### config.mk
export PLATFORM = sky130hd
export DESIGN_NAME = adc_sample_buffer
export DESIGN_NICKNAME = d
export VERILOG_FILES = /design/src/rtl/adc_sample_buffer.sv
export SDC_FILE = /design/constraint.sdc
export NUM_CORES = 2
export LEC_CHECK = 0
export CORE_UTILIZATION = 60
export CTS_CLUSTER_DIAMETER = 30
export DETAILED_ROUTE_END_ITERATION = 8
export GPL_ROUTABILITY_DRIVEN = 0
export PLACE_DENSITY_LB_ADDON = 0.3
export SLEW_MARGIN = 20
export SYNTH_ARGS = -nofsm -noshare
export SYNTH_HDL_FRONTEND = slang
export SYNTH_SLANG_ARGS = --single-unit
### constraint.sdc
create_clock -name clk -period 4.3 [get_ports clk]
set_clock_uncertainty 0.1 [all_clocks]
set_input_delay 0.43 -clock clk [delete_from_list [all_inputs] [get_ports clk]]
set_output_delay 0.43 -clock clk [all_outputs]
set_load 0.005 [all_outputs]
### src/rtl/adc_sample_buffer.sv
// adc_sample_buffer: ping-pong buffer for ADC words with one-cycle pop readout.
// Banks seal when full or on done. Optional dropped-write counter: ADC_BUF_OVF_COUNT_EN.
// Ports: clk, rst (sync, active-high); adc_out_wr/adc_data_in write side; done flush;
//   rd_en pop -> rd_data/rd_valid/rd_last; bank_ready/bank_count/rd_bank status;
//   overflow sticky drop flag; ovf_count saturating drop count (0 when disabled).
module adc_sample_buffer #(
  parameter int DEPTH = 64,
  parameter int DW    = 32
) (
  input  logic                     clk,
  input  logic                     rst,
  input  logic                     adc_out_wr,
  input  logic [DW-1:0]            adc_data_in,
  input  logic                     done,
  input  logic                     rd_en,
  output logic [DW-1:0]            rd_data,
  output logic                     rd_valid,
  output logic                     rd_last,
  output logic                     bank_ready,
  output logic [$clog2(DEPTH):0]   bank_count,
  output logic                     rd_bank,
  output logic                     overflow,
  output logic [15:0]              ovf_count
);

  localparam int AW = $clog2(DEPTH);
  localparam int CW = AW + 1;

  localparam logic [0:0] R_IDLE  = 1'b0;
  localparam logic [0:0] R_DRAIN = 1'b1;

  logic [DW-1:0]        mem_q [2*DEPTH];

  logic                 wr_bank_q, wr_bank_d;
  logic [AW-1:0]        wr_ptr_q, wr_ptr_d;
  logic [1:0]           sealed_q, sealed_d;
  logic [1:0][CW-1:0]   len_q, len_d;
  logic [0:0]           state_q, state_d;
  logic                 rd_bank_q, rd_bank_d;
  logic [AW-1:0]        rd_ptr_q, rd_ptr_d;
  logic [DW-1:0]        rd_data_q, rd_data_d;
  logic                 rd_valid_q, rd_valid_d;
  logic                 rd_last_q, rd_last_d;
  logic                 ovf_q, ovf_d;

  logic                 wr_ok;
  logic                 wr_drop;
  logic                 full;
  logic                 flush;
  logic                 seal;
  logic [CW-1:0]        wr_cnt;
  logic                 pop;
  logic                 pop_last;

  // Acceptance uses the registered seal flag, so a bank released
  // this cycle only becomes writable on the next one.
  assign wr_ok    = adc_out_wr & ~sealed_q[wr_bank_q];
  assign wr_drop  = adc_out_wr &  sealed_q[wr_bank_q];
  assign full     = wr_ok & (wr_ptr_q == AW'(DEPTH - 1));
  // Fill level including this cycle's write, so done seals it too.
  assign wr_cnt   = {1'b0, wr_ptr_q} + {{AW{1'b0}}, wr_ok};
  assign flush    = done & ~full & (wr_cnt != '0);
  assign seal     = full | flush;
  assign pop      = (state_q == R_DRAIN) & rd_en;
  assign pop_last = pop & (({1'b0, rd_ptr_q} + 1'b1) == len_q[rd_bank_q]);

  always_comb begin
    wr_bank_d = wr_bank_q ^ seal;
    wr_ptr_d  = wr_ptr_q;
    if (seal)
      wr_ptr_d = '0;
    else if (wr_ok)
      wr_ptr_d = wr_ptr_q + 1'b1;

    sealed_d = sealed_q;
    len_d    = len_q;
    if (pop_last)
      sealed_d[rd_bank_q] = 1'b0;
    if (seal) begin
      sealed_d[wr_bank_q] = 1'b1;
      len_d[wr_bank_q]    = wr_cnt;
    end

    state_d   = state_q;
    rd_bank_d = rd_bank_q;
    rd_ptr_d  = rd_ptr_q;
    case (state_q)
      R_IDLE: begin
        if (sealed_q[rd_bank_q]) begin
          rd_ptr_d = '0;
          state_d  = R_DRAIN;
        end
      end
      R_DRAIN: begin
        if (pop)
          rd_ptr_d = rd_ptr_q + 1'b1;
        if (pop_last) begin
          rd_bank_d = ~rd_bank_q;
          state_d   = R_IDLE;
        end
      end
      default: state_d = R_IDLE;
    endcase

    rd_valid_d = pop;
    rd_last_d  = pop_last;
    rd_data_d  = pop ? mem_q[{rd_bank_q, rd_ptr_q}] : rd_data_q;
    ovf_d      = ovf_q | wr_drop;
  end

  always_ff @(posedge clk) begin
    if (wr_ok)
      mem_q[{wr_bank_q, wr_ptr_q}] <= adc_data_in;
  end

  always_ff @(posedge clk) begin
    if (rst) begin
      wr_bank_q  <= 1'b0;
      wr_ptr_q   <= '0;
      sealed_q   <= '0;
      len_q      <= '0;
      state_q    <= R_IDLE;
      rd_bank_q  <= 1'b0;
      rd_ptr_q   <= '0;
      rd_data_q  <= '0;
      rd_valid_q <= 1'b0;
      rd_last_q  <= 1'b0;
      ovf_q      <= 1'b0;
    end else begin
      wr_bank_q  <= wr_bank_d;
      wr_ptr_q   <= wr_ptr_d;
      sealed_q   <= sealed_d;
      len_q      <= len_d;
      state_q    <= state_d;
      rd_bank_q  <= rd_bank_d;
      rd_ptr_q   <= rd_ptr_d;
      rd_data_q  <= rd_data_d;
      rd_valid_q <= rd_valid_d;
      rd_last_q  <= rd_last_d;
      ovf_q      <= ovf_d;
    end
  end

`ifdef ADC_BUF_OVF_COUNT_EN
  logic [15:0] ovfc_q, ovfc_d;

  always_comb begin
    ovfc_d = ovfc_q;
    if (wr_drop && (ovfc_q != 16'hFFFF))
      ovfc_d = ovfc_q + 16'd1;
  end

  always_ff @(posedge clk) begin
    if (rst)
      ovfc_q <= '0;
    else
      ovfc_q <= ovfc_d;
  end

  assign ovf_count = ovfc_q;
`else
  assign ovf_count = '0;
`endif

  assign rd_data    = rd_data_q;
  assign rd_valid   = rd_valid_q;
  assign rd_last    = rd_last_q;
  assign bank_ready = (state_q == R_DRAIN);
  assign bank_count = (state_q == R_DRAIN) ? len_q[rd_bank_q] : '0;
  assign rd_bank    = rd_bank_q;
  assign overflow   = ovf_q;

endmodule

==> key figures <==
Critical path
  • Worst endpoint required time: 5.01 ns
  • CP arrival: 4.56 ns
  • Class of the most critical setup path: flop to flop
  • Critical-path cell with the highest stage delay: a221oi_1
  • FF-to-FF path depth: 8
  • Most numerous cell on the critical path: buf_12
  • Critical path launch point type: flop
  • Biggest fanout along the worst timing path: 21
  • Series of cell instances along the critical path: buf_12, buf_12, buf_12, mux4_2, a22o_1, a221oi_1, a211oi_1, a221o_1
  • Endpoint kind of the worst setup timing path: flop
  • Stage delay of the slowest cell on the critical path: 0.72 ns

CTS
  • Quantity of hold-fixing buffers added after cts: 13
  • Number of buffers inserted by post-CTS setup repair: 0
  • Clock tree from TritonCTS: done
  • CTS-repair resized insts: 0
  • Deepest clock path buffer count: 4
  • Register clock-pin slew on the reported worst setup and hold paths: 0.05 ns
  • Cell at the root of the clock tree: clkbuf_16
  • Number of levels the H-tree was split into: 6
  • Clock latency on the worst-skew pair: 0.94 ns
  • CTS buffer count: 626
  • Clock Sinks: 4162

Die
  • Number of placement rows: 188
  • Initial core utilization: 60.38%
  • Y dimension of the die: 516.0 microns
  • Core region area: 262500 sq um
  • Top-level port count: 97
  • Die Span X: 516.0 microns
  • Die area: 266200 sq um

Yosys
  • Top-area cell type share of the netlist area: 77.60%
  • Number of cells produced by synthesis: 7104
  • Post-synth ARST share: 0%
  • Main combinational cell family by area after synthesis: multiplexers
  • Sequential-to-total area share from yosys stat: 78.43%
  • Synth Area in Compound Gates: 3.388%
  • Library cell occupying the most area in the post-synthesis netlist: edfxtp_1
  • Top FF cell, synth: edfxtp_1
  • Fraction of the mapped netlist area in adder cells: 0.04736%
  • Post-synth EDFFs: 4096
  • Fraction of synthesized area in multiplexers: 15.31%
  • Yosys Warn Count: 0
  • Fraction of the mapped netlist area in simple logic gates: 1.231%
  • Synthesized area divided by synthesized cell count: 22.31 sq um
  • Distinct cell type count of the synthesized netlist: 61
  • Synthesized cell area: 158500 sq um
  • Post-synthesis xor/xnor area fraction: 0.1137%
  • Post-synthesis sequential element count: 4162
  • Most area-consuming cells after synthesis: edfxtp_1, mux4_2, mux2i_1

GRT
  • Total gr overflow: 0
  • Number of global-route vias before repair: 83830
  • Number of antenna violations at the first check in global routing: 31
  • Largest net degree at the start of global routing: 129
  • Total routing resource utilization after global routing: 32.83%
  • First-pass GRT wire length: 612800 microns

Route
  • Routed wire length: 433600 microns
  • Remaining design rule violation count: 0
  • Via count of the routed design: 82480
  • Number of antenna-violating nets in the routed design: 0
  • Average wire length per cell after detail routing: 36.36 microns
  • Number of violations reported at the end of detailed-routing iteration 0: 12670
  • Via/cell ratio: 6.915
  • Drt pass-1 iters: 6

Timing
  • Tightest Pin Transition: 1.214 ns
  • Post-route clock period utilization: 89.56%
  • Count of final setup violators: 0
  • Hold_ws: -0.03359 ns
  • Setup repair after global routing missed its margin: false
  • Final Max Tran Viols: 0
  • Final Hold Vio Count: 29
  • Clock period minus worst slack: 3.851 ns
  • TNS Setup: 0 ns
  • Worst rel slew slack: 19.04%
  • PnR worst setup slack: 0.4490 ns
  • Fmax: 0.2597 GHz

Cells and area
  • Area growth from synthesis to layout: 19.10%
  • Number of nets in the layout: 7933
  • Count of fill cells added during filler insertion: 14100
  • Fraction of layout instances using a drive strength above 1: 32.05%

Pwr
  • Maximum vdd drop: 0.0004508 V
  • P_leak: 58.30 nW
  • Power density over the cells: 534.5 nW/um^2

Place
  • # port buffers: 80
  • Worst setup slack before clock tree synthesis: 0.4987 ns
  • Post-detail-place hpwl: 228000 microns

Flow run
  • Number of max-capacitance violations reported: 0

Outcome
  • Status: finished, violations left
  • Failing checks: negative hold slack

Worst hold path
  • Worst Hold Depth: 1
  • Classification of the worst-slack hold path: input pin to flop
[critical path: cells and delay by family (launching register included)]
| kind | cells | cell delay (ns) |
|---|---|---|
| multiplexers | 1 | 0.55 |
| flip-flops | 1 | 0.65 |
| buffers and inverters | 3 | 0.71 |
| AO/OA/AOI/OAI | 4 | 1.63 |
[stage by stage]
stage	area, sq um	cells	util, %	total power [W]	hold slack (ns)
after floorplan	158600	7119	-	0.04849	0.3596
after global placement	167300	10760	63.71	0.05044	0.4101
after detailed placement	167300	10760	63.72	0.05056	0.3872
after CTS	188600	11910	71.85	0.1011	0.005830
after global routing	188800	11920	71.91	0.1030	0.0002409
final	188800	11930	71.91	0.1009	-0.03359
[layout by cell type (no fill, tap or decap), types with 92 or more instances in the layout]
cell type / instances
buf_4: 408
a221oi_1: 93
a22oi_1: 96
buf_12: 92
edfxtp_1: 4096
o22ai_1: 160
mux4_2: 896
mux2i_1: 303
nor2_4: 129
clkbuf_16: 634
mux2_2: 94
clkinv_2: 102
a21oi_1: 103
[metal layers]
metal	GRT usage [%]	vias to the layer above	routed length [microns]
li1	-	32040	-
met1	44.16	42850	149200
met2	50.68	6455	205300
met3	8.325	1107	55420
met4	16.16	22	23600
met5	0	-	156
[final timing paths]
| path | startpoint | slack, ns | to |
|---|---|---|---|
| max | rd_ptr_q[0] | 0.45 | rd_data[20] |
| min | adc_data_in[20] | -0.03 | mem_q[123][20] |
| max reg2reg | rd_ptr_q[0] | 0.45 | rd_data[20] |
| min reg2reg | len_q[9] | 0.40 | len_q[9] |
[synth_stat cells (50+ instances only)]
cell type and number:
a21oi_1 105, buf_2 138, o22ai_1 160, buf_4 61, mux4_2 896, nor2_1 207
a22oi_1 96, a211oi_1 73, o21ai_0 70, nor2b_1 50, mux2i_1 303, a221oi_1 93
mux2_2 94, dfxtp_1 66, clkbuf_1 184, edfxtp_1 4096, nand2_1 67
[final cells by class]
type	count	area, sq um	area share (%)
Antenna cell	10	25.02	0.01326
Sequential cell	4162	124300	65.86
Multi-Input combinational cell	2514	33050	17.51
Clock inverter	440	5065	2.683
Tap cell	3515	4398	2.330
Timing Repair Buffer	578	5748	3.045
Clock buffer	700	16130	8.546
Inverter	8	30.03	0.01591
[sequential cells by signal (all words and copies together) (netlist names)]
| name | flops |
|---|---|
| bank_ready | 1 |
| len_q | 14 |
| mem_q | 4096 |
| overflow | 1 |
| rd_bank | 1 |
| rd_data | 32 |
| rd_last | 1 |
| rd_ptr_q | 6 |
| rd_valid | 1 |
| sealed_q | 2 |
| wr_bank_q | 1 |
| wr_ptr_q | 6 |
[cell families after synthesis]
kind of cell	count (synthesis)
flops	4162
mux	1293
compound gates	767
buf+inv	443
simple gates	413
xor+xnor	19
fa+ha+maj	6
other cells	1
[report_power, final]
group | switching (W) | internal, W
Sequential | 0.000184 | 0.0449
Combinational | 0.00285 | 0.00198
Clock | 0.0190 | 0.0320
Total | 0.0220 | 0.0789
(Power assumes the default switching activity.)
